**src/rtl/snes_ctrl_pkg.sv**
```systemverilog
// Shared encodings for the SNES controller transmit path: modes, FSM states,
// report width, button bit positions and the per-bit output mux.
package snes_ctrl_pkg;

  localparam int CTRL_NBITS = 16;

  localparam logic [1:0] MODE_PASS   = 2'b00;
  localparam logic [1:0] MODE_INJECT = 2'b01;
  localparam logic [1:0] MODE_MERGE  = 2'b10;
  localparam logic [1:0] MODE_BLOCK  = 2'b11;

  localparam logic [1:0] ST_IDLE  = 2'd0;
  localparam logic [1:0] ST_LATCH = 2'd1;
  localparam logic [1:0] ST_SHIFT = 2'd2;
  localparam logic [1:0] ST_EXTRA = 2'd3;

  localparam int BTN_B     = 0;
  localparam int BTN_Y     = 1;
  localparam int BTN_SEL   = 2;
  localparam int BTN_START = 3;
  localparam int BTN_UP    = 4;
  localparam int BTN_DOWN  = 5;
  localparam int BTN_LEFT  = 6;
  localparam int BTN_RIGHT = 7;
  localparam int BTN_A     = 8;
  localparam int BTN_X     = 9;
  localparam int BTN_L     = 10;
  localparam int BTN_R     = 11;

  // live is active-low pad data, btn is an active-high injected button
  function automatic logic line_bit(input logic [1:0] mode, input logic live, input logic btn);
    case (mode)
      MODE_PASS:   return live;
      MODE_INJECT: return ~btn;
      MODE_MERGE:  return live & ~btn;
      default:     return 1'b1;
    endcase
  endfunction

endpackage

```
**src/rtl/snes_ctrl_sync.sv**
```systemverilog
// SYNC_STAGES-deep synchronizer with one history flop for rise/fall detect.
module snes_ctrl_sync #(
  parameter int   SYNC_STAGES = 2,
  parameter logic RST_VAL     = 1'b1
) (
  input  logic CLK_i,
  input  logic NRST_i,
  input  logic D_i,
  output logic Q_o,
  output logic RISE_o,
  output logic FALL_o
);

  logic [SYNC_STAGES-1:0] sync_q;
  logic                   hist_q;

  always_ff @(posedge CLK_i or negedge NRST_i) begin
    if (!NRST_i) begin
      sync_q <= {SYNC_STAGES{RST_VAL}};
      hist_q <= RST_VAL;
    end else begin
      sync_q[0] <= D_i;
      for (int i = 1; i < SYNC_STAGES; i++) sync_q[i] <= sync_q[i-1];
      hist_q <= sync_q[SYNC_STAGES-1];
    end
  end

  assign Q_o    = sync_q[SYNC_STAGES-1];
  assign RISE_o = Q_o & ~hist_q;
  assign FALL_o = ~Q_o & hist_q;

endmodule

```
**src/rtl/snes_ctrl_tx.sv**
```systemverilog
// SNES pad responder: drives CONTDOUT from live pad, injected word, or both.
// Optional turbo masking is enabled with `define SNES_CTRL_TX_TURBO_EN.
module snes_ctrl_tx
  import snes_ctrl_pkg::*;
#(
  parameter int SYNC_STAGES = 2,
  parameter int NBITS       = CTRL_NBITS,
  parameter int TURBO_DIV   = 4
) (
  input  logic             CLK_i,
  input  logic             NRST_i,
`ifdef SNES_CTRL_TX_TURBO_EN
  input  logic [NBITS-1:0] TURBO_MASK_i,
`endif
  input  logic             CTRL_LATCH_i,
  input  logic             CTRL_CLK_i,
  input  logic             CTRL_SDATA_i,
  input  logic [1:0]       MODE_i,
  input  logic [NBITS-1:0] INJ_WORD_i,
  input  logic             INJ_VALID_i,
  output logic             INJ_ACK_o,
  output logic             CTRL_SDATA_o,
  output logic [4:0]       BIT_IDX_o,
  output logic             FRAME_DONE_o
);

  localparam logic [4:0] IDX_MAX  = 5'(NBITS);
  localparam logic [4:0] IDX_LAST = 5'(NBITS - 1);

  logic lat_r, lat_f, clk_r, dat_s;
  logic unused_lat_s, unused_clk_s, unused_clk_f, unused_dat_r, unused_dat_f;

  snes_ctrl_sync #(.SYNC_STAGES(SYNC_STAGES), .RST_VAL(1'b0)) u_sync_lat (
    .CLK_i(CLK_i), .NRST_i(NRST_i), .D_i(CTRL_LATCH_i),
    .Q_o(unused_lat_s), .RISE_o(lat_r), .FALL_o(lat_f));
  snes_ctrl_sync #(.SYNC_STAGES(SYNC_STAGES), .RST_VAL(1'b1)) u_sync_clk (
    .CLK_i(CLK_i), .NRST_i(NRST_i), .D_i(CTRL_CLK_i),
    .Q_o(unused_clk_s), .RISE_o(clk_r), .FALL_o(unused_clk_f));
  snes_ctrl_sync #(.SYNC_STAGES(SYNC_STAGES), .RST_VAL(1'b1)) u_sync_dat (
    .CLK_i(CLK_i), .NRST_i(NRST_i), .D_i(CTRL_SDATA_i),
    .Q_o(dat_s), .RISE_o(unused_dat_r), .FALL_o(unused_dat_f));

  logic [1:0]       state_q, state_d, mode_q, mode_d;
  logic [4:0]       idx_q, idx_d;
  logic [NBITS-1:0] held_q, held_d, pend_q, pend_d, held_sh, load_word;
  logic             pend_vld_q, pend_vld_d;
  logic             sdata_q, sdata_d, ack_q, ack_d, done_q, done_d;
  logic             load;

`ifdef SNES_CTRL_TX_TURBO_EN
  localparam int TCW = (TURBO_DIV > 1) ? $clog2(TURBO_DIV) : 1;
  logic [NBITS-1:0] base_q, src_word;
  logic [TCW-1:0]   tcnt_q;
  logic             phase_q;

  // base_q keeps the unmasked word so masked bits come back on the next phase
  assign src_word  = pend_vld_q ? pend_q : base_q;
  assign load_word = src_word & (~TURBO_MASK_i | {NBITS{phase_q}});

  always_ff @(posedge CLK_i or negedge NRST_i) begin
    if (!NRST_i) begin
      base_q  <= '0;
      tcnt_q  <= '0;
      phase_q <= 1'b0;
    end else begin
      if (load) base_q <= src_word;
      if (lat_r) begin
        if (tcnt_q == TCW'(TURBO_DIV - 1)) begin
          tcnt_q  <= '0;
          phase_q <= ~phase_q;
        end else begin
          tcnt_q <= tcnt_q + TCW'(1);
        end
      end
    end
  end
`else
  localparam int unused_turbo_div = TURBO_DIV;
  assign load_word = pend_vld_q ? pend_q : held_q;
`endif

  always_comb begin
    state_d    = state_q;
    idx_d      = idx_q;
    held_d     = held_q;
    pend_d     = pend_q;
    pend_vld_d = pend_vld_q;
    mode_d     = mode_q;
    ack_d      = 1'b0;
    done_d     = 1'b0;
    load       = 1'b0;

    case (state_q)
      ST_IDLE, ST_EXTRA: if (lat_r) load = 1'b1;
      ST_LATCH:          if (lat_f) state_d = ST_SHIFT;
      ST_SHIFT: begin
        if (lat_r) begin
          load = 1'b1;
        end else if (clk_r) begin
          if (idx_q == IDX_LAST) begin
            idx_d   = IDX_MAX;
            state_d = ST_EXTRA;
            done_d  = 1'b1;
          end else begin
            idx_d = idx_q + 5'd1;
          end
        end
      end
      default: state_d = ST_IDLE;
    endcase

    if (load) begin
      state_d    = ST_LATCH;
      idx_d      = '0;
      held_d     = load_word;
      pend_vld_d = 1'b0;
    end
    if (state_d == ST_LATCH) mode_d = MODE_i;

    // a slot freed by this cycle's load only accepts a new word next cycle
    if (INJ_VALID_i && !pend_vld_q) begin
      pend_d     = INJ_WORD_i;
      pend_vld_d = 1'b1;
      ack_d      = 1'b1;
    end

    held_sh = held_d >> idx_d;
    case (state_d)
      ST_LATCH, ST_SHIFT: sdata_d = line_bit(mode_d, dat_s, held_sh[0]);
      ST_EXTRA:           sdata_d = (mode_d == MODE_PASS) ? dat_s : (mode_d == MODE_BLOCK);
      default:            sdata_d = (MODE_i == MODE_PASS) ? dat_s : 1'b1;
    endcase
  end

  always_ff @(posedge CLK_i or negedge NRST_i) begin
    if (!NRST_i) begin
      state_q    <= ST_IDLE;
      idx_q      <= '0;
      held_q     <= '0;
      pend_q     <= '0;
      pend_vld_q <= 1'b0;
      mode_q     <= MODE_PASS;
      sdata_q    <= 1'b1;
      ack_q      <= 1'b0;
      done_q     <= 1'b0;
    end else begin
      state_q    <= state_d;
      idx_q      <= idx_d;
      held_q     <= held_d;
      pend_q     <= pend_d;
      pend_vld_q <= pend_vld_d;
      mode_q     <= mode_d;
      sdata_q    <= sdata_d;
      ack_q      <= ack_d;
      done_q     <= done_d;
    end
  end

  assign CTRL_SDATA_o = sdata_q;
  assign INJ_ACK_o    = ack_q;
  assign BIT_IDX_o    = idx_q;
  assign FRAME_DONE_o = done_q;

endmodule

```
**config.mk**
```make
export PLATFORM = sky130hd
export DESIGN_NAME = snes_ctrl_tx
export DESIGN_NICKNAME = d
export VERILOG_FILES = /design/src/rtl/snes_ctrl_pkg.sv /design/src/rtl/snes_ctrl_sync.sv /design/src/rtl/snes_ctrl_tx.sv
export SDC_FILE = /design/constraint.sdc
export NUM_CORES = 1
export LEC_CHECK = 0
export BUFFER_PORTS_ARGS = -buffer_cell sky130_fd_sc_hd__buf_4
export CELL_PAD_IN_SITES_DETAIL_PLACEMENT = 1
export CELL_PAD_IN_SITES_GLOBAL_PLACEMENT = 1
export CORE_MARGIN = 2
export CORE_UTILIZATION = 50
export CTS_CLUSTER_SIZE = 24
export DETAILED_ROUTE_END_ITERATION = 10
export PLACE_DENSITY = 0.91
export RECOVER_POWER = 25
export SETUP_SLACK_MARGIN = 0.2
export SKIP_LAST_GASP = 1
export SLEW_MARGIN = 10
export SYNTH_ARGS = -nofsm -noshare
export SYNTH_HDL_FRONTEND = slang
export SYNTH_HIERARCHICAL = 1
export SYNTH_SLANG_ARGS = --single-unit
```
**constraint.sdc**
```tcl
create_clock -name CLK_i -period 6.2 [get_ports CLK_i]
set_input_delay 0.31 -clock CLK_i [delete_from_list [all_inputs] [get_ports CLK_i]]
set_output_delay 0.31 -clock CLK_i [all_outputs]
set_load 0.005 [all_outputs]
```
Yosys cells after proc, flatten, opt, wreduce, memory -nomap -nowiden
Cells that the tools add are included.

Register bits: 53. Input port bits: 24.

$add $sub $neg: 1. Equal/unequal tests: 10. Shifts and indexed selects: 1. Muxes and demuxes: 27. Bitwise gates (word level): 8. Reductions and logical operators: 8.

Operators by type and width (number): 2-to-1 mux 16 bit (2); 2-to-1 mux 5 bit (5); right shift 16 x 5 -> 1 bit (1); == test 2 bit (second input constant) (6); 2-to-1 mux 2 bit (6); 2-to-1 mux 1 bit (11); == test 2 x 1 -> 1 bit (second input constant) (3); zero test 2 bit (3); adder 5 x 1 -> 5 bit (second input constant) (1); == test 5 x 4 -> 1 bit (second input constant) (1); bitwise AND 1 bit (4); NOT 1 bit (4); case mux 2 bit (2 select lines) (1); case mux 1 bit (3 select lines) (1); OR reduction 3 bit (1); case mux 1 bit (2 select lines) (1); nonzero test 2 bit (1); OR reduction 2 bit (1); logical AND 1 bit (1); zero test 1 bit (1).

Logic depth before layout (Yosys ltp)
Gate-level depths: netlist of the first run.

Word-level depth: 11. Gate-level depth with buffers: 16. Mapped depth without buffers: 16.

Modules after synthesis
Netlist of the first run, hierarchy kept.

Modules (own cells, without submodules): snes_ctrl_tx (instances 1, cells each 182, area an instance 2229.6 um^2, sequential area each 1127.3 um^2); snes_ctrl_sync at u_sync_clk ... (instances 2, cells each 5, area an instance 93.8 um^2, sequential area each 78.8 um^2); snes_ctrl_sync at u_sync_lat (instances 1, cells each 5, area an instance 90.1 um^2, sequential area each 75.1 um^2).

Worst setup path before layout of the first run
Ideal clock, no wire load.

Path type: register -> register. From: register idx_q[0] (netlist: BIT_IDX_o[0]). To: register sdata_q (netlist: CTRL_SDATA_o). Library setup time: 0.086 ns. Data arrival time: 2.728 ns. Required time: 6.114 ns. Path slack: 3.386 ns. Stages on the path, launching flop included: 15. Path buffers: 0. Clock period less this slack: 2.814 ns. Cells stage by stage: dfrtp_1 > ha_1 > and3_1 > ha_1 > nand2_1 > inv_1 > a21oi_1 > inv_1 > ha_1 > mux2i_1 > and3_1 > o21ai_0 > o211ai_1 > o41a_1 > o41a_1.

Cells in the longest elaborated chain, start to end: 11. Elaborated cells on any way between the ends: 27. Classes of those cells: 1 x add/sub; 7 x eq/ne; 1 x shift; 14 x mux; 2 x bitwise; 2 x reduce/logical.

RTL lines: from (decl) (RTL line snes_ctrl_tx.sv:44) `logic [4:0] idx_q, idx_d;`; from (signal assigned) (RTL line snes_ctrl_tx.sv:148) `idx_q <= idx_d;`; == test 5 x 4 -> 1 bit * (RTL line snes_ctrl_tx.sv:100) `if (idx_q == IDX_LAST) begin`; 2-to-1 mux 2 bit * (RTL line snes_ctrl_tx.sv:100); 2-to-1 mux 2 bit * (RTL line snes_ctrl_tx.sv:99) `end else if (clk_r) begin`; 2-to-1 mux 2 bit * (RTL line snes_ctrl_tx.sv:97) `if (lat_r) begin`; case mux 2 bit (2 select lines) * (RTL line snes_ctrl_tx.sv:93) `case (state_q)`; 2-to-1 mux 2 bit * (RTL line snes_ctrl_tx.sv:112) `if (load) begin`; named net state_d[0] (RTL line snes_ctrl_tx.sv:43) `logic [1:0] state_q, state_d, mode_q, mode_d;`; == test 2 x 1 -> 1 bit (RTL line snes_ctrl_tx.sv:118, snes_ctrl_tx.sv:128); 2-to-1 mux 2 bit (RTL line snes_ctrl_tx.sv:118) `if (state_d == ST_LATCH) mode_d = MODE_i;`; == test 2 bit (tied with other cells) (RTL line snes_ctrl_pkg.sv:32) `case (mode)`; case mux 1 bit (3 select lines) or 2-to-1 mux 1 bit (tied branches) (RTL line snes_ctrl_pkg.sv:32, snes_ctrl_tx.sv:130); case mux 1 bit (2 select lines) * (RTL line snes_ctrl_tx.sv:128) `case (state_d)`; named net sdata_d (RTL line snes_ctrl_tx.sv:47) `logic sdata_q, sdata_d, ack_q, ack_d, done_q, done_d;`; to (signal assigned) (RTL line snes_ctrl_tx.sv:153) `sdata_q <= sdata_d;`; to (decl) (RTL line snes_ctrl_tx.sv:47).

Mark *: on every way through the listed nets, which the timed path passes. The rest lies on a longest branch. A chain may end at the register's enable or synchronous reset.

Final worst setup path of the first run
From: register u_sync_lat.sync_q[1]. To: register sdata_q (netlist: CTRL_SDATA_o).

Elaborated cells on any way between the ends: 28. Classes of those cells: 6 x eq/ne; 1 x shift; 14 x mux; 5 x bitwise; 2 x reduce/logical.

RTL lines: from (decl) (RTL line snes_ctrl_sync.sv:14) `logic [SYNC_STAGES-1:0] sync_q;`; from (signal assigned) (RTL line snes_ctrl_sync.sv:19) `sync_q <= {SYNC_STAGES{RST_VAL}};`; bitwise AND 1 bit * (RTL line snes_ctrl_sync.sv:29) `assign RISE_o = Q_o & ~hist_q;`; named net lat_r (RTL line snes_ctrl_tx.sv:30) `logic lat_r, lat_f, clk_r, dat_s;`; 2-to-1 mux 1 bit * (RTL line snes_ctrl_tx.sv:94, snes_ctrl_tx.sv:97); 2-to-1 mux 1 bit *; 2-to-1 mux 16 bit * (RTL line snes_ctrl_tx.sv:112); named net held_d[12] (RTL line snes_ctrl_tx.sv:45) `logic [NBITS-1:0] held_q, held_d, pend_q, pend_d, held_sh, load_word;`; right shift 16 x 5 -> 1 bit * (RTL line snes_ctrl_tx.sv:127) `held_sh = held_d >> idx_d;`; NOT 1 bit * (RTL line snes_ctrl_pkg.sv:34, snes_ctrl_pkg.sv:35); bitwise AND 1 bit (RTL line snes_ctrl_pkg.sv:35) `MODE_MERGE: return live & ~btn;`; case mux 1 bit (3 select lines) * (RTL line snes_ctrl_pkg.sv:32); case mux 1 bit (2 select lines) * (RTL line snes_ctrl_tx.sv:128); named net sdata_d (RTL line snes_ctrl_tx.sv:47).

Marks and branches as above.

==> results of run 1 <==
## worst max-delay path, delay by kind of cell (launching register included)
| family | cells | cell delay [ns] |
|---|---|---|
| AND/OR/NAND/NOR | 3 | 1.44 |
| AO/OA/AOI/OAI | 4 | 1.01 |
| multiplexers | 1 | 0.39 |
| flip-flops | 1 | 0.37 |
## area by class of cell
cell class,count,area [sq um]
well taps,67,83.8
multi-input cells,120,1040
flip-flops and latches,53,1330
clock inverters,1,8.76
repair buffers,32,236
fillers,486,1870
clock buffers,7,96.3
inverters,15,56.3
## layer usage
metal / vias up / GRT usage [%]
met5: - / 0
met4: 0 / 6.67
met3: 9 / 4.88
met2: 32 / 34.0
met1: 833 / 25.9
li1: 752 / -
## how the worst max path moves through the flow
stage / start / endpoint
4_1_cts: u_sync_lat/sync_q[1] / CTRL_SDATA_o
3_5_place_dp: u_sync_lat/sync_q[1] / CTRL_SDATA_o
2_1_floorplan: BIT_IDX_o[0] / CTRL_SDATA_o
5_1_grt: u_sync_clk/sync_q[1] / CTRL_SDATA_o
6_report: u_sync_lat/sync_q[1] / CTRL_SDATA_o
3_3_place_gp: u_sync_lat/sync_q[1] / CTRL_SDATA_o
## layout by cell type, fill, tap and decap left out, types with 2 or more instances in the layout
cell and n:
sky130_fd_sc_hd__nor2b_1 3, sky130_fd_sc_hd__nand3_1 7, sky130_fd_sc_hd__nand3b_1 2, sky130_fd_sc_hd__o41a_1 2
sky130_fd_sc_hd__dfrtp_1 47, sky130_fd_sc_hd__a21boi_0 2, sky130_fd_sc_hd__buf_4 28, sky130_fd_sc_hd__o211ai_1 2
sky130_fd_sc_hd__a211oi_1 2, sky130_fd_sc_hd__nor3_1 2, sky130_fd_sc_hd__o21a_1 2, sky130_fd_sc_hd__inv_1 15
sky130_fd_sc_hd__nand2b_1 2, sky130_fd_sc_hd__ha_1 9, sky130_fd_sc_hd__nor2_1 6, sky130_fd_sc_hd__dfstp_2 6
sky130_fd_sc_hd__mux2i_1 14, sky130_fd_sc_hd__mux2_2 29, sky130_fd_sc_hd__clkbuf_4 3, sky130_fd_sc_hd__nand2_1 3
sky130_fd_sc_hd__a21oi_1 4, sky130_fd_sc_hd__o21ai_0 6, sky130_fd_sc_hd__clkbuf_8 7, sky130_fd_sc_hd__and3_1 4
## stage by stage
stage | cells | cell area [sq um] | power, mW | util, % | setup slack [ns]
after floorplan | 193 | 2460 | 0.912 | - | 3.39
after global placement | 287 | 2750 | 1.02 | 58.3 | 3.08
after detailed placement | 287 | 2750 | 1.06 | 58.3 | 2.89
after CTS | 295 | 2860 | 1.29 | 60.5 | 2.92
after global routing | 295 | 2850 | 1.36 | 60.4 | 2.74
final | 295 | 2850 | 1.27 | 60.4 | 2.92
## flip-flops by register name (all words and copies together) (netlist names)
register,cells
FRAME_DONE_o,1
u_sync_clk/hist_q,1
u_sync_clk/sync_q,2
CTRL_SDATA_o,1
INJ_ACK_o,1
pend_vld_q,1
u_sync_lat/hist_q,1
u_sync_lat/sync_q,2
state_q,2
BIT_IDX_o,5
u_sync_dat/sync_q,2
mode_q,2
held_q,16
pend_q,16
## report_power, final
part	total [mW]	internal (mW)	switching, mW
clock	0.217	0.103	0.113
combinational	0.504	0.253	0.251
sequential	0.552	0.484	0.0683
total	1.27	0.840	0.433
==> out/metrics.cfg, run 1 <==
[outcome]
status = complete, but fails checks
failed_checks = capacitance limit, slew limit

[floorplan]
floorplan.die_area_sq_mm = 0.00549
io-pin-count = 32
std_cell_rows = 25
core_region_sq_mm = 0.00472
initial_utilization_pct = 52.0
chipHeight_microns = 74.1
dieWidth_microns = 74.1

[drt]
vias_per_cell = 5.51
wl_per_cell_microns = 16.9
detailroute.wirelength.met2_mm = 2.59
tritonroute_pass_1_iters = 4
postRouteAntennaNets = 0
wl_met1_mm = 2.14
total_length_of_routed_met3_wires_microns = 191
drt_first_iter_violations = 138
route.top_layer_used = met4
post-route-drc-count = 0
routed_wl_mm = 5.00
vias_after_detailed_routing = 1626

[timing]
fmaxAchievable_mhz = 304
tns_ns = 0
rsz0062_at_grt = false
report.final.hold_viol_count = 0
hold_ws_ns = 0.107
final-max-slew-violation-count = 54
timing_worst_slew_pin_value_ns = 2.74
clock-skew-final_ns = 0.00453
layout_min_cycle_time_ns = 3.28
timing.final.setup_violations = 0
timing.slew.headroom_pct = -82.8
final_min_period_over_clock_period_pct = 53.0

[worst_hold_path]
timing.hold.worst_endpoint = u_sync_clk/sync_q[0]
worst_hold_path.num_cells = 1
min_path_type = in -> reg
hold_start = CTRL_CLK_i

[worst_setup_path]
crit_slowest_cell = sky130_fd_sc_hd__nand3b_1
critPathMaxStageDelay_ns = 0.75
arrival_ns = 3.52
start_kind = register
cp-end-kind = register
crit_reg_reg_endpoint = CTRL_SDATA_o
path_cells = nor2b_1, nand3b_1, mux2_4, nor3_1, o311a_1, o22a_1, o41a_1, o41a_1
worstPathMaxFanout = 17
rr_worst_depth = 8
setup.reg_to_reg.worst_slack_ns = 2.92
critical-path-top-cell-by-count = sky130_fd_sc_hd__o41a_1
setup.worst_path.class = reg -> reg
crit-reg2reg-launch = u_sync_lat/sync_q[1]
crit_required_ns = 6.43

[clocking]
cts_htree_levels = 2
postCtsSetupRepairBufs = 0
tritoncts.num_buffers = 5
cts_sinks = 53
cts_resized = 0
cts_hold_buf = 0
cts_tree = yes
cts.root.buffer_cell = sky130_fd_sc_hd__clkbuf_8
clkTransAtPathRegs_ns = 0.09
clkLatencyLatePin_ns = 0.30
cts_max_path_buffers = 2

[power_and_ir_drop]
power_leakage_nw = 1.37
power.density_cell_area_mw_per_mm2 = 446
ir_drop_uv = 203

[placement]
place_hpwl_mm = 3.69
routabilityCongestion = 0.808
placement.io_buffers = 31

[global_routing]
grt_start_max_net_pins = 54
combined_global_route_utilization_of_all_metal_layers_pct = 20.3
number_of_antenna_violations_at_the_first_check_in_global_routing = 0
grt_remaining_overflow = 0
first_pass_grt_wire_length_mm = 8.28
grt_pass1_vias = 1702

[finish]
drive_above_1_share_pct = 35.5
antenna_cells = 0
area_delta_synth_final_pct = 16.1
finalNetCount = 260

[yosys]
yosysWarnings = 6
postSynthCellCount = 193
total_nets_after_synthesis = 226
syn-mean-instance-area_sq_um = 12.7
syn-cell-area_sq_mm = 0.00246

[run]
max_cap_violations = 1

Note: power is estimated with default switching activity, not from simulation.
==> run 2: changes to the inputs <==
--- a/config.mk
+++ b/config.mk
@@ -9,10 +9,10 @@
 export CELL_PAD_IN_SITES_DETAIL_PLACEMENT = 1
 export CELL_PAD_IN_SITES_GLOBAL_PLACEMENT = 1
 export CORE_MARGIN = 2
-export CORE_UTILIZATION = 50
+export CORE_UTILIZATION = 46
 export CTS_CLUSTER_SIZE = 24
 export DETAILED_ROUTE_END_ITERATION = 10
-export PLACE_DENSITY = 0.91
+export PLACE_DENSITY = 0.85
 export RECOVER_POWER = 25
 export SETUP_SLACK_MARGIN = 0.2
 export SKIP_LAST_GASP = 1
==> constraint.sdc (replaced) <==
create_clock -name CLK_i -period 3.1 [get_ports CLK_i]
set_input_delay 0.155 -clock CLK_i [delete_from_list [all_inputs] [get_ports CLK_i]]
set_output_delay 0.155 -clock CLK_i [all_outputs]
set_load 0.005 [all_outputs]
==> run 2 against run 1 <==
The run now ends clean. Global-route usage fell by 2.2 points. Cell count rose by 5.4%. Sequential share of layout area down 2.2 points. Register-to-register slack got worse by 2.6 ns. Critical path type unchanged.
==> out/metrics.cfg, run 2 (synthesis results as in run 1) <==
[outcome]
status = complete, no violations

[timing]
tns_ns = 0  ; unchanged
layout_min_cycle_time_ns = 2.74  ; -0.542 ns
final-max-slew-violation-count = 0  ; -100%
hold_ws_ns = 0.0708  ; -0.0361 ns
timing.slew.headroom_pct = 14.9  ; +98 points
timing_worst_slew_pin_value_ns = 1.28  ; -1.47 ns
timing.final.ws_setup_ns = 0.358  ; -2.56 ns
clock-skew-final_ns = 0.00736  ; +0.00283 ns
rsz0062_at_grt = false
timing.final.setup_violations = 0  ; unchanged
final_min_period_over_clock_period_pct = 88.5  ; +35 points
fmaxAchievable_mhz = 365  ; +20%
report.final.hold_viol_count = 0  ; unchanged

[placement]
placement.io_buffers = 31  ; unchanged
routabilityCongestion = 0.802  ; -0.79%
place_hpwl_mm = 3.53  ; -4.2%
dpl_cell_area_sq_mm = 0.00279  ; +1.5%
place_ws_ns = 0.000268  ; -2.89 ns

[worst_setup_path]
path_cells = ha_1, and3_1, ha_2, nand2_1, inv_1, a21oi_2, inv_2, ha_4, mux2i_1, and3_1, o21ai_1, o211ai_1, o41a_1, o41a_1
start_kind = register
cp-end-kind = register
crit-reg2reg-launch = BIT_IDX_o[0]
setup.worst_path.class = reg -> reg
setup.reg_to_reg.worst_slack_ns = 0.36  ; -2.56 ns
crit_reg_reg_endpoint = CTRL_SDATA_o
worstPathMaxFanout = 5  ; -12
crit_slowest_cell = sky130_fd_sc_hd__dfrtp_1
crit_required_ns = 3.33  ; -3.10 ns
arrival_ns = 2.97  ; -0.55 ns
critPathMaxStageDelay_ns = 0.40  ; -0.35 ns
rr_worst_depth = 14  ; +6

[floorplan]
dieWidth_microns = 77.1  ; +4.0%
chipHeight_microns = 77.1  ; +4.0%
std_cell_rows = 26  ; +4.0%
initial_utilization_pct = 47.8  ; -4.2 points
io-pin-count = 32  ; unchanged
core_region_sq_mm = 0.00514  ; +8.8%
floorplan.die_area_sq_mm = 0.00594  ; +8.2%

[clocking]
clkTransAtPathRegs_ns = 0.09  ; about the same
cts_max_path_buffers = 2  ; unchanged
cts_htree_levels = 2  ; unchanged
cts_sinks = 53  ; unchanged
clkLatencyLatePin_ns = 0.31  ; about the same
cts.root.buffer_cell = sky130_fd_sc_hd__clkbuf_8
cts_tree = yes
tritoncts.num_buffers = 5  ; unchanged

[power_and_ir_drop]
post-layout-total-power_mw = 2.61  ; +100%
internal-power_mw = 1.71  ; +100%
combinationalPowerShare_pct = 43.1  ; +3.5 points
sw_frac_of_total_pct = 34.3  ; +0.25 points
ir_drop_uv = 354  ; +74%
power.sequential.fraction_pct = 41.9  ; -1.5 points
power_leakage_nw = 1.42  ; +3.9%
switching_power_mw = 0.893  ; +110%
clock_power_share_pct = 14.9  ; -2.1 points
power.density_cell_area_mw_per_mm2 = 870  ; +95%

[run]
max_cap_violations = 0  ; -1

[worst_hold_path]
hold_start = INJ_VALID_i
min_path_type = in -> reg
timing.hold.worst_endpoint = pend_vld_q
worst_hold_path.num_cells = 2  ; +1

[drt]
tritonroute_pass_1_iters = 4  ; unchanged
post-route-drc-count = 0  ; unchanged
routed_wl_mm = 5.07  ; +1.4%
drt_first_iter_violations = 62  ; -55%
vias_after_detailed_routing = 1693  ; +4.1%
postRouteAntennaNets = 0  ; unchanged
vias_per_cell = 5.44  ; -1.2%
wl_per_cell_microns = 16.3  ; -3.9%

[finish]
final_common_cell = sky130_fd_sc_hd__dfrtp_1
area_delta_synth_final_pct = 21.9
sequential_cell_area_sq_mm = 0.00134  ; about the same
drive_above_1_share_pct = 41.5  ; +6.0 points
finalNetCount = 273  ; +5.0%
commonest_non_fill_non_tap_cells_in_the_layout = sky130_fd_sc_hd__dfrtp_1 (46), sky130_fd_sc_hd__buf_4 (37), sky130_fd_sc_hd__mux2_2 (29)
fin_area_sq_mm = 0.00300  ; +5.0%
layout.filler_cells = 565  ; +16%
multiInputGateArea_sq_mm = 0.00109  ; +4.6%
antenna_cells = 0  ; unchanged

[global_routing]
grt_pass1_vias = 1740  ; +2.2%
grt_start_max_net_pins = 54  ; unchanged
combined_global_route_utilization_of_all_metal_layers_pct = 18.1  ; -2.2 points
number_of_antenna_violations_at_the_first_check_in_global_routing = 0  ; unchanged
first_pass_grt_wire_length_mm = 8.48  ; +2.4%
grt_remaining_overflow = 0  ; unchanged

[run 2: timing repair]
action,CTS,global route
hold buffers,4,0
setup endpoints to repair,1,1
setup buffers,1,3
pin swaps,0,2
resized for setup,3,9
hold endpoints to repair,50,0
[run 2: power groups by stage]
stage / clock network, mW / logic (mW) / registers [mW]
floorplan: 0 / 0.759 / 1.07
global placement: 0 / 0.975 / 1.09
detailed placement: 0 / 1.03 / 1.10
CTS: 0.399 / 1.05 / 1.09
global route: 0.428 / 1.25 / 1.13
finish: 0.389 / 1.12 / 1.09
[run 2: worst max-delay path: cells and delay by family (launching register included)]
kind	cells	cell delay, ns
simple gates	3	0.44
compound gates	5	0.94
fa+ha+maj	3	0.61
mux	1	0.14
buf+inv	2	0.13
flops	1	0.40
[run 2: cell type report]
cell class,count,area share (%)
Clock inverter,2,0.459
Inverter,15,1.88
Timing Repair Buffer,45,11.5
Sequential cell,53,44.6
Tap cell,70,2.92
Multi-Input combinational cell,120,36.2
Clock buffer,6,2.42
[run 2: how the worst max path moves through the flow]
stage / start / endpoint / slack [ns] / cells past startpoint
6_report: BIT_IDX_o[0] / CTRL_SDATA_o / 0.36 / 14
5_1_grt: state_q[0] / CTRL_SDATA_o / 0.19 / 15
4_1_cts: BIT_IDX_o[0] / CTRL_SDATA_o / 0.21 / 14
3_5_place_dp: BIT_IDX_o[1] / CTRL_SDATA_o / 0.0003 / 14
3_3_place_gp: BIT_IDX_o[1] / CTRL_SDATA_o / 0.17 / 14
2_1_floorplan: BIT_IDX_o[0] / CTRL_SDATA_o / 0.29 / 14
[run 2: per-stage QoR]
| step | utilization, % | std cells |
|---|---|---|
| after CTS | 57.1 | 308 |
| after floorplan | - | 193 |
| final | 58.3 | 311 |
| after global placement | 54.4 | 295 |
| after detailed placement | 54.4 | 295 |
| after global routing | 58.3 | 311 |
[run 2: per-layer routing]
layer,track usage [%],wire (microns),vias to the layer above
met2,29.9,2490,36
met4,5.89,65,0
met3,3.53,184,8
met1,24.1,2320,869
met5,0,0,-
li1,-,-,780
